**src/rtl/uart_rx_param_if.sv**
```systemverilog
// uart_rx_param_if: receive-side valid/ready bus (master = receiver drives frame + flags, slave = consumer drives ready)
interface uart_rx_param_if #(parameter int DATA_BITS = 8);
  logic                 rx_data_ready;
  logic                 rx_data_valid;
  logic [DATA_BITS-1:0] rx_data;
  logic                 parity_err;
  logic                 frame_err;
  logic                 overrun;
  modport master (input rx_data_ready, output rx_data_valid, rx_data, parity_err, frame_err, overrun);
  modport slave (output rx_data_ready, input rx_data_valid, rx_data, parity_err, frame_err, overrun);
endinterface

```
**src/rtl/uart_rx_param.sv**
```systemverilog
// uart_rx_param: parametrised UART receiver; ports clk, rst (sync high), i_rx_pin (async line), bus (uart_rx_param_if.master: one-entry held frame with parity/frame flags and overrun pulse)
module uart_rx_param #(
  parameter int CLK_FRE   = 100,
  parameter int BAUD_RATE = 115200,
  parameter int DATA_BITS = 8,
  parameter int PARITY    = 0,
  parameter int STOP_BITS = 1
) (
  input  logic clk,
  input  logic rst,
  input  logic i_rx_pin,
  uart_rx_param_if.master bus
);
  localparam int CYCLE = CLK_FRE * 1000000 / BAUD_RATE;
  localparam int HALF  = CYCLE / 2;
  localparam int CW    = $clog2(CYCLE);
  typedef enum logic [2:0] {IDLE, START, DATA, PAR, STOP, BRK} state_t;
  state_t               r_state;
  logic                 r_s1, r_s;
  logic [CW-1:0]        r_cnt;
  logic [3:0]           r_bit;
  logic                 r_sb;
  logic [DATA_BITS-1:0] r_shift;
  logic                 r_perr, r_ferr;
  logic                 r_valid, r_pe, r_fe, r_ovr;
  logic [DATA_BITS-1:0] r_data;
  logic                 w_tick, w_ferr, w_done;
  assign w_tick = r_cnt == CW'(CYCLE - 1);
  assign w_ferr = r_ferr | ~r_s;
  assign w_done = (r_state == STOP) && w_tick && (r_sb == 1'(STOP_BITS - 1));
  assign bus.rx_data_valid = r_valid;
  assign bus.rx_data       = r_data;
  assign bus.parity_err    = r_pe;
  assign bus.frame_err     = r_fe;
  assign bus.overrun       = r_ovr;
  always_ff @(posedge clk) begin
    if (rst) begin
      r_state <= IDLE;
      r_s1    <= 1'b1;
      r_s     <= 1'b1;
      r_cnt   <= '0;
      r_bit   <= '0;
      r_sb    <= 1'b0;
      r_shift <= '0;
      r_perr  <= 1'b0;
      r_ferr  <= 1'b0;
      r_valid <= 1'b0;
      r_data  <= '0;
      r_pe    <= 1'b0;
      r_fe    <= 1'b0;
      r_ovr   <= 1'b0;
    end else begin
      r_s1  <= i_rx_pin;
      r_s   <= r_s1;
      r_ovr <= 1'b0;
      r_cnt <= r_cnt + 1'b1;
      case (r_state)
        IDLE: begin
          r_cnt  <= '0;
          r_bit  <= '0;
          r_sb   <= 1'b0;
          r_perr <= 1'b0;
          r_ferr <= 1'b0;
          if (!r_s) r_state <= START;
        end
        START: if (r_cnt == CW'(HALF - 1)) begin
          r_cnt   <= '0;
          r_state <= r_s ? IDLE : DATA;
        end
        DATA: if (w_tick) begin
          r_cnt   <= '0;
          r_shift <= {r_s, r_shift[DATA_BITS-1:1]};
          r_bit   <= r_bit + 1'b1;
          if (r_bit == 4'(DATA_BITS - 1)) r_state <= (PARITY != 0) ? PAR : STOP;
        end
        PAR: if (w_tick) begin
          r_cnt   <= '0;
          r_perr  <= ^r_shift ^ r_s ^ (PARITY == 1);
          r_state <= STOP;
        end
        STOP: if (w_tick) begin
          r_cnt  <= '0;
          r_ferr <= w_ferr;
          r_sb   <= r_sb + 1'b1;
          if (r_sb == 1'(STOP_BITS - 1)) r_state <= w_ferr ? BRK : IDLE;
        end
        BRK: begin
          r_cnt <= '0;
          if (r_s) r_state <= IDLE;
        end
        default: r_state <= IDLE;
      endcase
      if (w_done && (!r_valid || bus.rx_data_ready)) begin
        r_valid <= 1'b1;
        r_data  <= r_shift;
        r_pe    <= r_perr;
        r_fe    <= w_ferr;
      end else if (w_done) r_ovr <= 1'b1;
      else if (r_valid && bus.rx_data_ready) r_valid <= 1'b0;
    end
  end
endmodule

```
**src/flat_wrapper.sv**
```systemverilog
// flat-port wrapper written by rule: the top's interface ports become plain ports
module uart_rx_param_flat 
#(
  parameter int CLK_FRE   = 100,
  parameter int BAUD_RATE = 115200,
  parameter int DATA_BITS = 8,
  parameter int PARITY    = 0,
  parameter int STOP_BITS = 1
)
  (clk, rst, i_rx_pin, bus_rx_data_ready, bus_rx_data_valid, bus_rx_data, bus_parity_err, bus_frame_err, bus_overrun);
  uart_rx_param_if #(.DATA_BITS(DATA_BITS)) bus_i ();
  input  logic clk;
  input  logic rst;
  input  logic i_rx_pin;
  input wire logic [$bits(bus_i.rx_data_ready)-1:0] bus_rx_data_ready;
  output wire logic [$bits(bus_i.rx_data_valid)-1:0] bus_rx_data_valid;
  output wire logic [$bits(bus_i.rx_data)-1:0] bus_rx_data;
  output wire logic [$bits(bus_i.parity_err)-1:0] bus_parity_err;
  output wire logic [$bits(bus_i.frame_err)-1:0] bus_frame_err;
  output wire logic [$bits(bus_i.overrun)-1:0] bus_overrun;
  assign bus_i.rx_data_ready = bus_rx_data_ready;
  assign bus_rx_data_valid = bus_i.rx_data_valid;
  assign bus_rx_data = bus_i.rx_data;
  assign bus_parity_err = bus_i.parity_err;
  assign bus_frame_err = bus_i.frame_err;
  assign bus_overrun = bus_i.overrun;
  uart_rx_param #(.CLK_FRE(CLK_FRE), .BAUD_RATE(BAUD_RATE), .DATA_BITS(DATA_BITS), .PARITY(PARITY), .STOP_BITS(STOP_BITS)) u_core (.clk(clk), .rst(rst), .i_rx_pin(i_rx_pin), .bus(bus_i));
endmodule
```
**config.mk**
```make
export PLATFORM = sky130hd
export DESIGN_NAME = uart_rx_param_flat
export DESIGN_NICKNAME = d
export VERILOG_FILES = /design/src/rtl/uart_rx_param_if.sv /design/src/rtl/uart_rx_param.sv /design/src/flat_wrapper.sv
export SDC_FILE = /design/constraint.sdc
export NUM_CORES = 1
export LEC_CHECK = 0
export ABC_AREA = 1
export BUFFER_PORTS_ARGS = -buffer_cell sky130_fd_sc_hd__buf_2
export CORE_ASPECT_RATIO = 1.25
export CORE_MARGIN = 2
export CORE_UTILIZATION = 37
export CTS_CLUSTER_SIZE = 16
export DETAILED_ROUTE_END_ITERATION = 8
export GPL_TIMING_DRIVEN = 0
export PLACE_DENSITY = 0.61
export SLEW_MARGIN = 10
export SYNTH_ARGS = -nofsm -noshare
export SYNTH_HDL_FRONTEND = slang
export SYNTH_SLANG_ARGS = --single-unit
```
**constraint.sdc**
```tcl
create_clock -name clk -period 2.2 [get_ports clk]
set_input_delay 0.22 -clock clk [delete_from_list [all_inputs] [get_ports clk]]
set_output_delay 0.22 -clock clk [all_outputs]
set_load 0.02 [all_outputs]
```
## After elaboration in Yosys (flattened, before gate mapping)

Index checks and enable logic that the tools add are counted.

- Logic and storage cells: 85
- Output and inout bits: 12
- Input bits: 4
- Flip-flop bits (word level): 42

- Bitwise operators: 4
- Equal/unequal tests: 17
- $add $sub $neg: 3
- Reductions and logical operators: 21
- Muxes and demuxes: 26

Operators by type and width:

| operator | number |
|---|---|
| $pmux 10 s3 | 1 |
| $mux 3 | 9 |
| $mux 10 | 2 |
| $pmux 3 s6 | 1 |
| $ne 2x1->1 const B | 6 |
| $add 10x1->10 const B | 1 |
| $eq 10x10->1 const B | 1 |
| $eq 10x9->1 const B | 1 |
| $reduce_and 2->1 | 5 |
| $pmux 4 s2 | 1 |
| $reduce_and 8->1 | 1 |
| $reduce_bool 2->1 | 4 |
| $reduce_xor 8->1 | 1 |
| $mux 1 | 7 |
| $eq 3x2->1 const B | 2 |
| $eq 3x3->1 const B | 2 |
| $ne 2x2->1 const B | 3 |
| $pmux 1 s2 | 3 |
| $add 4x1->4 const B | 1 |
| $eq 4x3->1 const B | 1 |
| $logic_and 1x1->1 | 4 |
| $mux 4 | 1 |
| $reduce_or 2->1 | 2 |
| $eq 3x1->1 const B | 1 |
| other kinds (9) | 10 |

## Logic depth before layout (Yosys ltp)

- Depth after elaboration: 6
- Gate-level depth with buffers: 12
- Depth with buffers taken out: 12

## Worst setup path before layout

Ideal clock, no wire load.

- Path kind: register to register
- Start point: register u_core.r_cnt[0]
- End point: register u_core.r_pe, in the netlist u_core.bus.parity_err
- Data arrival time: 1314 ps
- Stages on the path, launching flop included: 9
- Period minus slack after synthesis: 1433 ps
- Path slack: 767 ps
- Required time: 2080 ps
- Cell sequence: dfxtp_1 ha_1 nand2_1 nor2_1 nand3b_1 inv_2 nand3_4 nor2_8 a21oi_2

- Cells in the longest elaborated chain, start to end: 4

Ends and longest elaborated chain:

| what | line | source |
|---|---|---|
| from (decl) | uart_rx_param.sv:20 | `logic [CW-1:0] r_cnt;` |
| from (signal assigned) | uart_rx_param.sv:56 | `r_cnt <= r_cnt + 1'b1;` |
| $eq 10x10->1 | uart_rx_param.sv:28 | `assign w_tick = r_cnt == CW'(CYCLE - 1);` |
| $logic_and 1x1->1 (2 in series) | uart_rx_param.sv:30 | `assign w_done = (r_state == STOP) && w_tick && (r_sb == 1'(STOP_BITS - 1));` |
| $logic_and 1x1->1 | uart_rx_param.sv:93 | `if (w_done && (!r_valid \|\| bus.rx_data_ready)) begin` |
| to (signal assigned) | uart_rx_param.sv:96 | `r_pe <= r_perr;` |
| to (decl) | uart_rx_param.sv:25 | `logic r_valid, r_pe, r_fe, r_ovr;` |

Every way passes these cells.
A chain may end at the register's enable or synchronous reset.

## Worst setup path after layout

- Start point: register u_core.r_cnt[0]
- End point: register u_core.r_data[6], in the netlist u_core.bus.rx_data[6]

- Cells in the longest elaborated chain, start to end: 4

Ends and longest elaborated chain:

| what | line | source |
|---|---|---|
| $eq 10x10->1 | uart_rx_param.sv:28 |  |
| $logic_and 1x1->1 (2 in series) | uart_rx_param.sv:30 |  |
| $logic_and 1x1->1 | uart_rx_param.sv:93 |  |
| to (signal assigned) | uart_rx_param.sv:95 | `r_data <= r_shift;` |
| to (decl) | uart_rx_param.sv:26 | `logic [DATA_BITS-1:0] r_data;` |

Every way passes these cells.

==> out/results.txt <==
Setup repair after global routing left no endpoint under its margin. The logs give 4.60 mm for the wire length after detailed routing and 0.385 mV for the maximum ir drop on the vdd rail. Yosys printed 0 warnings. TritonCTS built the clock tree.

The detailed router finished its first iteration with 88 violations. After detailed routing, the number of vias per cell comes to 4.75. For the initial antenna violation count, the log shows 0. The horizontal die dimension works out to 73.5 µm. The HPWL after detailed placement is 3.56 mm.

Across the run, the number of max-cap violations was 0. The number of register bits inferred by synthesis works out to 42. For this run the aggregate overflow at the end of global routing stands at 0. The later pin in the worst-skew pair is clocked with a latency of 300 ps. After clock tree synthesis, the clock-pin slew on the worst setup and hold paths is 80 ps. Hold repair after CTS inserted 0 buffers. A synthesized cell averages 6.77 µm². The post-synthesis cell area came out at 0.00223 mm².

The antenna cell count was 0. Row generation in the floorplan step produced 31 rows. Global routing used 14.9% of the available tracks across all layers. Full die area: 0.00668 mm².

At the pin with the least slew margin, the transition time is 488 ps. The first TritonRoute pass finished after 5 iterations. The number of instances resized during post-cts repair is 0.

Synthesis produced a netlist with a net count of 337. The die is 90.9 µm tall. Static timing analysis puts the maximum clock frequency at 612 MHz. The run gives 0 as the post-CTS repair timing setup buffer count. The number of nets at the end of the flow was 358. The tools report the startpoint class of the critical path as a flip-flop.

Of all nets on the critical path, the largest fanout is 9. Between clock sinks in the finished design, the worst skew comes to 7.76 ps. The count of pins over their slew limit was 0.

The maximum clock insertion buffer count was 2; the total power density per cell area was 802 mW/mm². The tightest min-delay check is of the in2reg type. In this run, distinct cell masters in the synthesized netlist total 35. CTS placed an instance of clkbuf_8 at the clock tree root. The tools report the pin count of the biggest net entering global routing as 13.

Adding up every negative setup slack in the final design gives 0 ps. The worst setup path is captured at a flip-flop. During placement, the flow inserted port buffers numbering 14.

After technology mapping, the gate count stands at 330. The H-tree generated during clock tree synthesis spans 2 levels. Counting the buffers created by CTS gives 5. For the worst setup path, the data arrival time is 1830 ps.

The first global-routing pass estimated 7.82 mm of wire. The critical path in this run is classified as reg2reg. The core region is 0.00582 mm². For flop-to-flop paths, the worst setup slack is 570 ps. The total count of hold-check failures in the final report is 0, and the number of top-level pins is 16. The analysis attributes to cell leakage a power of 0.00117 µW. The logs give 0 for the final setup violation count and 37.6% for the sequential fraction of the synthesis area.

Routability-driven placement finished with a final weighted congestion of 0.856. The count of nets left with antenna violations once routing finished came out at 0. The run gives 1987 as the total via count in the routed design. After detailed routing, the average wire length per cell comes to 11.0 µm. Clock tree synthesis found a total of 42 sinks. The flow ran to the end, and the final reports show no timing, DRC or antenna violations.

The tools report the post-route DRC violation count as 0. The clock period minus worst slack came out at 1630 ps. The post-route netlist has 17.6% of its cells at a drive strength greater than 1. The number of global-route vias before repair came out at 1843. Once the floorplan was initialized, standard cells occupied 38.4% of the core. Measured against its own limit, the worst slew margin works out to 67.5%.

The share of the cycle needed by the critical path after routing was 74.3%; the total power of the final layout was 1990 µW. Compared with the post-synthesis result, the final layout area differs by 10.9%. The critical path data required time came out at 2400 ps.
## kinds of logic after synthesis
family                   synth area share (%)
AO/OA/AOI/OAI                            12.5
flip-flops                               37.6
buffers and inverters                    11.9
AND/OR/NAND/NOR                          35.5
adder cells (fa/ha/maj)                  1.68
XOR/XNOR                                0.784
## layout by cell type (no fill, tap or decap), drive strengths merged
cell type and instances:
nand3b 1, clkbuf 10, inv 57, a31oi 2, xnor2 1, xor2 1
o21ai 18, a21o 1, or2 2, nand3 14, dfxtp 42, nand4 5
and3 1, nand2 99, clkinv 1, ha 3, a21oi 24, o22ai 1
buf 18, nor2 44, o31ai 1, nor3 6
## power breakdown
group	switching, µW	leakage, µW	internal, µW
Combinational	439	0.000782	186
Sequential	34.0	0.000339	798
Clock	276	0.0000482	254
Total	749	0.00117	1240
## worst max-delay path, stage by stage (launching register included)
cell and delay (ps):
dfxtp_1 380, ha_1 230, nand2_1 120, nor2_1 120, nand3b_1 150, inv_2 140
nand3_4 100, nor2_8 220, a21oi_2 80
## per-stage QoR
| stage | hold WS [ps] | cell area, µm² | cells | util [%] | worst slack (ps) |
|---|---|---|---|---|---|
| floorplan | 324 | 2230 | 330 | - | 767 |
| global placement | 393 | 2390 | 410 | 41.0 | 559 |
| detailed placement | 393 | 2390 | 410 | 41.0 | 551 |
| CTS | 101 | 2480 | 418 | 42.6 | 537 |
| global route | 98.6 | 2480 | 418 | 42.6 | 396 |
| finish | 97.7 | 2480 | 418 | 42.6 | 565 |
## cell type report
type	count	area [µm²]
fill	630	3340
multi-input combinational	224	1130
sequential	42	841
inverter	57	214
clock buffer	7	86.3
tap	66	82.6
timing repair buffer	14	70.1
buffer	7	52.6
clock inverter	1	5.00
## worst paths after layout
path	startpoint	endpoint	cells past startpoint
max reg2reg	u_core.r_cnt[0]	u_core.bus.rx_data[6]	8
min	i_rx_pin	u_core.r_s1	2
min reg2reg	u_core.r_s1	u_core.r_s	1
max	u_core.r_cnt[0]	u_core.bus.rx_data[6]	8
## synth_stat cells (all sizes together)
cell type	number	area [µm²]
o31ai	1	7.51
clkbuf	3	21.3
nor3	6	50.1
ha	3	37.5
nor2	44	201
or2	2	12.5
inv	57	214
and3	1	6.26
a21oi	24	154
xnor2	1	8.76
o21ai	18	90.1
a31oi	2	12.5
nand3b	1	7.51
nand4	5	31.3
nand3	14	92.6
xor2	1	8.76
buf	4	31.3
a21o	1	8.76
nand2	99	392
dfxtp	42	841
o22ai	1	6.26
## state kept, by name, summed over array words and instances (netlist names)
name and cells:
u_core.r_shift 8, u_core.r_s1 1, u_core.bus.rx_data_valid 1, u_core.r_sb 1
u_core.bus.rx_data 8, u_core.r_s 1, u_core.r_state 3, u_core.bus.parity_err 1
u_core.bus.overrun 1, u_core.r_ferr 1, u_core.r_bit 4, u_core.bus.frame_err 1
u_core.r_cnt 10, u_core.r_perr 1
## per-layer routing
metal	vias to the layer above	GRT usage (%)	share of wire [%]
met3	6	3.68	3.6
met2	34	26.0	50
li1	1063	-	-
met5	-	0	0
met1	884	17.1	45
met4	0	5.45	1.7
(Power assumes the default switching activity.)
